**config.mk**
```make
export PLATFORM = sky130hd
export DESIGN_NAME = vga_draw_scheduler
export DESIGN_NICKNAME = d
export VERILOG_FILES = /design/src/rtl/vga_draw_scheduler.sv
export SDC_FILE = /design/constraint.sdc
export NUM_CORES = 1
export LEC_CHECK = 0
export ABC_AREA = 1
export CAP_MARGIN = 10
export CORE_MARGIN = 4
export CORE_UTILIZATION = 32
export DETAILED_ROUTE_END_ITERATION = 16
export PLACE_DENSITY = 0.83
export RECOVER_POWER = 25
export SLEW_MARGIN = 30
export SYNTH_ARGS = -nofsm -noshare
export SYNTH_HDL_FRONTEND = slang
export SYNTH_SLANG_ARGS = --single-unit
export TNS_END_PERCENT = 100
```
**constraint.sdc**
```tcl
create_clock -name clk -period 1.65 [get_ports clk]
set_input_delay 0.165 -clock clk [delete_from_list [all_inputs] [get_ports clk]]
set_output_delay 0.165 -clock clk [all_outputs]
set_load 0.05 [all_outputs]
```
**src/rtl/vga_draw_scheduler.sv**
```systemverilog
// Round-robin arbiter sharing the VGA write port among four draw requesters.
// Optional grant watchdog: define VGA_DRAW_SCHED_WATCHDOG_EN to build it.
module vga_draw_scheduler #(
    parameter int N_REQ      = 4,
    parameter int WDT_CYCLES = 20000
) (
    input  logic                 clk,
    input  logic                 resetn,
    input  logic [N_REQ-1:0]     req,
    input  logic [N_REQ-1:0]     done,
    input  logic [N_REQ-1:0]     wren_in,
    input  logic [15*N_REQ-1:0]  coord_in,
    input  logic [9*N_REQ-1:0]   colour_in,
    input  logic                 frame_start,
    output logic [N_REQ-1:0]     grant,
    output logic [14:0]          coord,
    output logic [8:0]           colour,
    output logic                 vga_wren,
    output logic                 busy,
    output logic                 timeout_flag,
    output logic [1:0]           timeout_id
);

    typedef enum logic [1:0] {
        IDLE    = 2'd0,
        ACTIVE  = 2'd1,
        RELEASE = 2'd2
    } state_e;

    state_e           state_q, state_d;
    logic [1:0]       ptr_q, ptr_d;
    logic [1:0]       gid_q, gid_d;
    logic [N_REQ-1:0] grant_q, grant_d;
    logic             fpend_q, fpend_d;

    logic [1:0]       base;
    logic             pick_vld;
    logic [1:0]       pick_id;
    logic             done_hit;
    logic             wdt_fire;

    assign done_hit = done[gid_q];

    // First requester at or above the pointer, wrapping; frame start rescans from 0
    always_comb begin
        base     = frame_start ? 2'd0 : ptr_q;
        pick_vld = 1'b0;
        pick_id  = 2'd0;
        for (int k = 3; k >= 0; k--) begin
            if (req[base + 2'(k)]) begin
                pick_vld = 1'b1;
                pick_id  = base + 2'(k);
            end
        end
    end

    // Next-state logic: grant, hold until done/watchdog, one dead cycle
    always_comb begin
        state_d = state_q;
        ptr_d   = ptr_q;
        gid_d   = gid_q;
        grant_d = grant_q;
        fpend_d = fpend_q;
        unique case (state_q)
            IDLE: begin
                if (frame_start) ptr_d = 2'd0;
                if (pick_vld) begin
                    state_d          = ACTIVE;
                    gid_d            = pick_id;
                    grant_d          = '0;
                    grant_d[pick_id] = 1'b1;
                end
            end
            ACTIVE: begin
                if (frame_start) fpend_d = 1'b1;
                if (done_hit || wdt_fire) begin
                    state_d = RELEASE;
                    grant_d = '0;
                    fpend_d = 1'b0;
                    ptr_d   = (fpend_q || frame_start) ? 2'd0 : gid_q + 2'd1;
                end
            end
            RELEASE: begin
                state_d = IDLE;
                if (frame_start) ptr_d = 2'd0;
            end
            default: state_d = IDLE;
        endcase
    end

    // Arbiter state registers
    always_ff @(posedge clk or negedge resetn) begin
        if (!resetn) begin
            state_q <= IDLE;
            ptr_q   <= 2'd0;
            gid_q   <= 2'd0;
            grant_q <= '0;
            fpend_q <= 1'b0;
        end else begin
            state_q <= state_d;
            ptr_q   <= ptr_d;
            gid_q   <= gid_d;
            grant_q <= grant_d;
            fpend_q <= fpend_d;
        end
    end

`ifdef VGA_DRAW_SCHED_WATCHDOG_EN
    localparam logic [15:0] WDT_LIM = 16'(WDT_CYCLES - 1);

    logic [15:0] wdt_cnt_q, wdt_cnt_d;
    logic        to_flag_q, to_flag_d;
    logic [1:0]  to_id_q, to_id_d;

    assign wdt_fire  = (state_q == ACTIVE) && (wdt_cnt_q == WDT_LIM);
    assign wdt_cnt_d = (state_q == ACTIVE) ? wdt_cnt_q + 16'd1 : 16'd0;

    // A coincident done wins: it is a normal release, not a timeout
    always_comb begin
        to_flag_d = to_flag_q;
        to_id_d   = to_id_q;
        if (wdt_fire && !done_hit) begin
            to_flag_d = 1'b1;
            to_id_d   = gid_q;
        end
    end

    // Watchdog counter and sticky timeout record
    always_ff @(posedge clk or negedge resetn) begin
        if (!resetn) begin
            wdt_cnt_q <= 16'd0;
            to_flag_q <= 1'b0;
            to_id_q   <= 2'd0;
        end else begin
            wdt_cnt_q <= wdt_cnt_d;
            to_flag_q <= to_flag_d;
            to_id_q   <= to_id_d;
        end
    end

    assign timeout_flag = to_flag_q;
    assign timeout_id   = to_id_q;
`else
    assign wdt_fire     = 1'b0;
    assign timeout_flag = 1'b0;
    assign timeout_id   = 2'd0;
`endif

    // Zero-latency port mux, forced quiet outside ACTIVE
    always_comb begin
        coord    = 15'd0;
        colour   = 9'd0;
        vga_wren = 1'b0;
        if (state_q == ACTIVE) begin
            coord    = coord_in[15*gid_q +: 15];
            colour   = colour_in[9*gid_q +: 9];
            vga_wren = wren_in[gid_q];
        end
    end

    assign grant = grant_q;
    assign busy  = (state_q == ACTIVE);

endmodule

```
# Word-level counts from Yosys, hierarchy flattened
# Index checks and enable logic that the tools add are counted.
totals:
  mem_bits_ro: 0
  reg_bits: 11
  latchBits: 0
  out_inout_bits: 33
  n_memories: 0
  mem_bits_rw: 0
  wordCells: 73
  input_bits: 111
classes:
  n_lt_le_gt_ge: 7
  div: 0
  n_eq_ne: 4
  n_shift: 2
  n_bitwise: 0
  n_addsub: 4
  n_mul: 2
  mux: 37
  n_reduce_logical: 12
ops:
  columns: ["op", "count"]
  rows:
  - ["indexed part select 60 x 7 -> 15 bit", 1]
  - ["indexed part select 36 x 7 -> 9 bit", 1]
  - ["< comparator 2 x 3 -> 1 bit (second input constant)", 6]
  - ["two-way mux 2 bit", 9]
  - ["two-way mux 15 bit", 1]
  - ["two-way mux 1 bit", 14]
  - ["binary-select mux 1 bit (select 2 bit)", 6]
  - ["multiplier 4 x 2 -> 6 bit (first input constant)", 2]
  - ["two-way mux 9 bit", 1]
  - ["two-way mux 4 bit", 2]
  - ["case mux 2 bit (2 select lines)", 2]
  - ["case mux 4 bit (2 select lines)", 1]
  - ["AND reduction 2 bit", 4]
  - ["nonzero test 2 bit", 3]
  - ["adder 2 x 1 -> 2 bit (second input constant)", 2]
  - ["adder 2 bit (second input constant)", 2]
  - ["AND reduction 3 bit", 1]
  - ["demux 1 bit (select 2 bit)", 1]
  - ["equality test 2 x 1 -> 1 bit (second input constant)", 1]
  - ["equality test 2 bit (second input constant)", 1]
  - ["greater-or-equal comparator 2 x 1 -> 1 bit (second input constant)", 1]
  - ["logical NOT 2 bit", 1]
  - ["!= test 2 x 1 -> 1 bit (second input constant)", 1]
  - ["!= test 2 bit (second input constant)", 1]
  - ["other kinds (3)", 3]

# Depth between registers and ports, before layout
# Gate-level depths: netlist (run 1).
logic_depth:
  word_depth: 14
  depth_mapped: 12
  ltp_nobuf: 12

# Worst setup path after synthesis (run 1)
# OpenSTA, ideal clock, no wires.
synth_timing:
  kind: "register -> output"
  from: "register state_q[0]"
  to: "output port colour[2]"
  path_stages_with_launch: 6
  path_buffers: 1
  slack_ps: -868
  arrival_ps: 2353
  path_cell_list: "dfrtp_1 > inv_2 > nor2_1 > inv_2 > clkbuf_1 > a21oi_1"
synth_via:
  elab_chain_len: 2
synth_lines:
  columns: ["element", "line", "text"]
  rows:
  - ["from (decl)", "30", "state_e state_q, state_d;"]
  - ["from (signal assigned)", "100", "state_q <= state_d;"]
  - ["equality test 2 x 1 -> 1 bit", null, null]
  - ["net busy", "19", "output logic busy,"]
  - ["two-way mux 9 bit", "154", "if (state_q == ACTIVE) begin"]
  - ["to (decl)", "17", "output logic [8:0] colour,"]
# The timed path passes the listed nets, and every way through them passes these cells.

# Worst setup path after layout (run 1)
layout_timing:
  from: "register gid_q[0]"
  to: "output port coord[3]"
layout_via:
  elab_chain_len: 3
layout_lines:
  columns: ["element", "line", "text"]
  rows:
  - ["from (decl)", "32", "logic [1:0] gid_q, gid_d;"]
  - ["from (signal assigned)", "102", "gid_q <= gid_d;"]
  - ["multiplier 4 x 2 -> 6 bit", "155", "coord = coord_in[15*gid_q +: 15];"]
  - ["indexed part select 60 x 7 -> 15 bit", "155", null]
  - ["two-way mux 15 bit", "154", null]
  - ["to (decl)", "16", "output logic [14:0] coord,"]
# Every way passes these cells.

==> results.py, run 1 <==
metrics = {
    "power": {
        "power.total_mw": 8.11,
        "powerDensity_nw_per_um2": 1890,
        "leakage_nw": 1.75,
        "ir_drop_v": 0.00145,
    },
    "placement": {
        "dp_cells": 512,
        "place.gp.congestion": 0.918,
        "hpwl_um": 6340,
        "portBuffers": 140,
        "place_area_um2": 3670,
        "pre_cts_ws_ns": -0.126,
    },
    "layout": {
        "nNetsFinal": 580,
        "antenna_cells": 0,
        "fin_area_um2": 4300,
        "drive_gt1_share_pct": 37.6,
        "syn_to_final_growth_pct": 163,
        "layout_common_cells": "clkdlybuf4s50_1, nor2_1, buf_12",
        "layout_commonest_cell": "clkdlybuf4s50_1",
        "final_util_pct": 89.2,
        "finalNonFillerCells": 535,
        "fill_cells": 224,
    },
    "global_route": {
        "groute.usage.overall_pct": 24.3,
        "grt_max_degree": 30,
        "grt_pass1_wl_um": 12200,
        "grt_pass1_vias": 2684,
        "overflow": 0,
        "antenna_found_initial": 0,
    },
    "floorplan": {
        "die_y_um": 79.4,
        "core-area_um2": 4820,
        "dieArea_um2": 6310,
        "num_rows": 25,
        "num_io_pins": 144,
        "die_w_um": 79.4,
        "start_util_pct": 33.9,
    },
    "run": {
        "maxCapViolCount": 0,
    },
    "timing": {
        "hold_viol": 0,
        "tightest_slew_ns": 0.541,
        "setup_ws_ns": -0.217,
        "rsz0062_at_grt": "yes",
        "fin_crit_ns": 1.87,
        "finalSetupViolCount": 29,
        "finalCritPeriodShare_pct": 113,
        "fin_skew_ns": 0.00560,
        "max-slew-margin-rel_pct": 63.8,
        "drv_slew": 0,
        "fmaxAchievable_ghz": 0.536,
    },
    "route": {
        "route.detailed.drc": 0,
        "route.vias.total": 3111,
        "ant_nets": 0,
        "routed_via_density": 5.81,
        "wl_um": 11500,
        "wl_per_cell_um": 21.5,
        "drtIter0Drc": 222,
        "first_pass_iters": 5,
    },
    "critical_path": {
        "required_ns": 1.48,
        "r2r_end": "grant[3]",
        "start_kind": "register",
        "cp_max_fo": 6,
        "worst-setup-path-type": "reg -> out",
        "r2r_slack_ns": -0.02,
        "r2r_cells": 9,
        "cp-endpoint": "coord[3]",
        "arrival_ns": 1.70,
        "startpoint": "gid_q[0]",
        "end_kind": "output pin",
        "r2r-start": "gid_q[0]",
    },
    "logic_synthesis": {
        "synth.largest_area_cell": "nor2_1",
        "synth_seq_cells": 11,
        "yosysSeqAreaShare_pct": 16.9,
        "syn_avg_cell_area_um2": 5.22,
        "netlist_area_um2": 1630,
        "synth_area_leaders": "nor2_1, dfrtp_1, o21ai_0, a21oi_1, nand2_1",
        "netlist_instances": 313,
        "synth_top_area_share_pct": 24.4,
        "yosys_warnings": 0,
        "synth.distinct_cells": 22,
    },
    "outcome": {
        "status": "complete, but fails checks",
        "violations": "negative setup slack",
    },
    "cts": {
        "cts.clk_slew.worst_paths_ns": 0.06,
        "clockBufferDepth": 2,
        "cts_root_buffer": "clkbuf_8",
        "clock-sinks": 11,
        "cts_buffers": 3,
        "cts_max_level": 1,
        "tritoncts": "done",
        "clkLatencyLatePin_ns": 0.25,
    },
    "hold_path": {
        "min_path_type": "in -> async",
    },
}
critical path: stages (launching register included):
cell and delay, ns:
dfrtp_2 0.42, buf_6 0.16, buf_6 0.14, nor2_1 0.06, nor2_1 0.21, o21ai_2 0.12
a21oi_4 0.18, buf_12 0.15
cell type report:
| type | instances | area, um^2 | share of cell area, % |
|---|---|---|---|
| clock buffer | 4 | 45.0 | 1.05 |
| inverter | 19 | 103 | 2.39 |
| multi-input combinational | 262 | 1660 | 38.6 |
| sequential | 11 | 278 | 6.46 |
| tap | 67 | 83.8 | 1.95 |
| timing repair buffer | 172 | 2130 | 49.5 |
cells by family after synthesis:
logic type / after synthesis / share of synthesized area (%)
other: 1 / 0.230
DFF: 11 / 16.9
and+or+nand+nor: 169 / 43.2
xor gates and xnor gates: 1 / 0.536
AOI/OAI and AO/OA: 89 / 27.4
buffers and inverters: 42 / 11.8
metrics by stage:
stage | TNS (ns) | hold slack (ns)
after floorplan | 0 | -0.131
after global placement | -0.0332 | 0.468
after detailed placement | -0.654 | 0.476
after CTS | -0.597 | 0.288
after global routing | -4.81 | 0.366
final | -2.93 | 0.338
how the worst min path moves through the flow:
| stage | start | depth (start not counted) | slack [ns] | to |
|---|---|---|---|---|
| 2_1_floorplan | resetn | 0 | -0.13 | fpend_q |
| 3_3_place_gp | grant[0] | 2 | 0.47 | grant[0] |
| 3_5_place_dp | grant[2] | 2 | 0.48 | grant[2] |
| 4_1_cts | resetn | 1 | 0.29 | ptr_q[1] |
| 5_1_grt | resetn | 1 | 0.37 | ptr_q[1] |
| 6_report | resetn | 1 | 0.34 | ptr_q[1] |
flip-flops by register name (all words and copies together) (netlist names):
name	flops
gid_q	2
ptr_q	2
state_q	2
grant	4
fpend_q	1
power by group:
part | switching (mW) | internal, mW
combinational | 4.17 | 3.14
sequential | 0.131 | 0.385
clock | 0.115 | 0.171
total | 4.42 | 3.70
Yosys cell counts:
| cell type | count |
|---|---|
| buf_2 | 4 |
| nand3_2 | 5 |
| buf_1 | 1 |
| xnor2_1 | 1 |
| o22ai_1 | 1 |
| buf_6 | 2 |
| nand2_2 | 6 |
| o21ai_0 | 55 |
| buf_4 | 4 |
| conb_1 | 1 |
| inv_1 | 14 |
| clkbuf_1 | 12 |
| nand3_1 | 11 |
| nand4_1 | 3 |
| nor2_1 | 106 |
| a21oi_1 | 28 |
| dfrtp_1 | 11 |
| nor4_1 | 1 |
| nand2_1 | 36 |
| inv_2 | 5 |
| nor3_1 | 1 |
| o21ai_1 | 5 |
routing by layer:
metal | vias up | GRT usage [%] | wire (um)
li1 | 1334 | - | -
met1 | 1447 | 24.5 | 3650
met2 | 256 | 45.6 | 5960
met3 | 74 | 9.26 | 1160
met4 | 0 | 7.56 | 711
met5 | - | 0 | 0
what timing repair did:
item | 4_1_cts | 5_1_grt
endpoints found under the setup margin | 25 | 32
resized for setup | 33 | 104
hold buffers | 0 | 0
endpoints found under the hold margin | 0 | 0
pin swaps | 1 | 38
buffers inserted | 3 | 8
cloned | 0 | 8
(Power assumes the default switching activity.)
==> inputs of run 2 (changes only) <==
- CTS_CLUSTER_SIZE: unset -> 16
- SETUP_SLACK_MARGIN: unset -> 0.2
==> run 2 against run 1 <==
The flow still finishes with violations (negative setup slack). Hold slack gained 0.0075 ns. Clock-buffer cell count unchanged. Via count is 3.7% lower. Fmax is 2.7% higher. Worst setup slack gained 0.049 ns. Non-clock buffer count shrank 6. Register-to-register slack improved by 0.11 ns. Highest routed layer unchanged. Routed wire length is 4.7% lower. Die area unchanged. Final cell count is 1.1% lower. Cell area fell by 4.2%.
==> results.py, run 2 (synthesized netlist as in run 1, its figures left out) <==
metrics = {
    "floorplan": {
        "die_w_um": 79.4,
        "dieArea_um2": 6310,
        "start_util_pct": 33.9,
        "num_rows": 25,
        "num_io_pins": 144,
        "core-area_um2": 4820,
        "die_y_um": 79.4,
    },
    "cts": {
        "clockBufferDepth": 2,
        "cts_buffers": 3,
        "cts_root_buffer": "clkbuf_8",
        "tritoncts": "done",
        "clock-sinks": 11,
        "clkLatencyLatePin_ns": 0.24,
        "cts_max_level": 1,
        "cts.clk_slew.worst_paths_ns": 0.05,
    },
    "timing": {
        "fin_skew_ns": 0.00465,
        "finalCritPeriodShare_pct": 110,
        "finalSetupViolCount": 25,
        "hold_viol": 0,
        "fmaxAchievable_ghz": 0.550,
        "max-slew-margin-rel_pct": 63.3,
        "drv_slew": 0,
        "tightest_slew_ns": 0.549,
        "fin_crit_ns": 1.82,
        "rsz0062_at_grt": "yes",
        "setup_ws_ns": -0.168,
    },
    "placement": {
        "hpwl_um": 6010,
        "pre_cts_ws_ns": -0.154,
        "portBuffers": 140,
        "place.gp.congestion": 1.03,
    },
    "global_route": {
        "grt_pass1_vias": 2909,
        "antenna_found_initial": 0,
        "grt_pass1_wl_um": 14800,
        "grt_max_degree": 28,
        "overflow": 0,
        "groute.usage.overall_pct": 29.7,
    },
    "route": {
        "first_pass_iters": 5,
        "route.vias.total": 2995,
        "routed_via_density": 5.66,
        "drtIter0Drc": 218,
        "wl_um": 11000,
        "route.detailed.drc": 0,
        "ant_nets": 0,
        "wl_per_cell_um": 20.7,
    },
    "hold_path": {
        "min_path_type": "in -> async",
    },
    "layout": {
        "nNetsFinal": 574,
        "layout_commonest_cell": "clkdlybuf4s50_1",
        "syn_to_final_growth_pct": 152,
        "drive_gt1_share_pct": 35.7,
        "final_util_pct": 85.5,
        "largest_register_ffs": 4,
        "layout_common_cells": "clkdlybuf4s50_1, nor2_1, o21ai_2",
        "antenna_cells": 0,
    },
    "outcome": {
        "violations": "negative setup slack",
        "status": "complete, but fails checks",
    },
    "critical_path": {
        "startpoint": "gid_q[0]",
        "cp_max_fo": 7,
        "worst-setup-path-type": "reg -> out",
        "end_kind": "output pin",
        "required_ns": 1.48,
        "arrival_ns": 1.65,
        "r2r-start": "gid_q[0]",
        "start_kind": "register",
    },
    "power": {
        "ir_drop_v": 0.00118,
        "leakage_nw": 1.69,
        "powerDensity_nw_per_um2": 1870,
    },
    "run": {
        "maxCapViolCount": 0,
    },
}
==> run 2: cell types whose count changed in the layout (fill, tap and decap cells not counted), sizes merged <==
cell / previous run / this run
clkdlybuf4s50: 110 / 108
clkbuf: 10 / 6
clkinv: 1 / 0
dlygate4sd2: 0 / 1
buf: 55 / 54
inv: 18 / 19
==> run 2: metrics by stage <==
step | total power, mW | TNS [ns] | hold WS (ns) | cells | cell area (um^2)
after global routing | 8.02 | -3.68 | 0.383 | 529 | 4120
after global placement | 5.64 | -0.220 | 0.469 | 506 | 3430
after CTS | 7.07 | -0.618 | 0.297 | 521 | 3900
after floorplan | 4.17 | 0 | -0.131 | 315 | 1980
after detailed placement | 5.72 | -0.745 | 0.474 | 506 | 3430
final | 7.70 | -2.10 | 0.346 | 529 | 4120
==> run 2: worst paths after layout <==
check	endpoint	slack (ns)	depth (start not counted)
worst max-delay path	vga_wren	-0.17	7
worst min-delay path	grant[2]	0.35	1
worst max register to register	ptr_q[1]	0.09	8
worst min register to register	grant[2]	0.49	2
max in group asynchronous	ptr_q[0]	0.90	1
min in group clk	ptr_q[0]	0.46	4
==> run 2: power by group <==
part | internal (mW) | switching (mW) | total [mW]
Clock | 0.170 | 0.109 | 0.279
Combinational | 2.80 | 4.12 | 6.92
Sequential | 0.388 | 0.118 | 0.506
Total | 3.35 | 4.35 | 7.70
==> run 2: cell type report <==
type | instances | area, um^2
Sequential cell | 11 | 279
Fill cell | 246 | 701
Timing Repair Buffer | 166 | 1930
Clock buffer | 4 | 45.0
Inverter | 19 | 98.8
Multi-Input combinational cell | 262 | 1680
Tap cell | 67 | 83.8
==> run 2: timing repair <==
item / in CTS / in global routing
hold buffers: 0 / 0
hold endpoints to repair: 0 / 0
endpoints found under the setup margin: 33 / 37
buffers inserted: 5 / 6
resized for setup: 110 / 44
cloned: 6 / 2
pin swaps: 12 / 20
==> run 2: critical path: stages (launching register included) <==
cell,delay (ns)
dfrtp_2,0.41
buf_6,0.16
clkbuf_16,0.17
nor2_1,0.07
nor2_1,0.18
o21ai_2,0.10
a21oi_4,0.12
buf_4,0.20
==> run 2: routing by layer <==
metal / track usage, % / vias up / share of wire [%]
met1: 32.4 / 1401 / 35
li1: - / 1329 / -
met5: 0 / - / 0
met2: 55.3 / 217 / 51
met3: 7.79 / 48 / 10
met4: 9.28 / 0 / 3.9
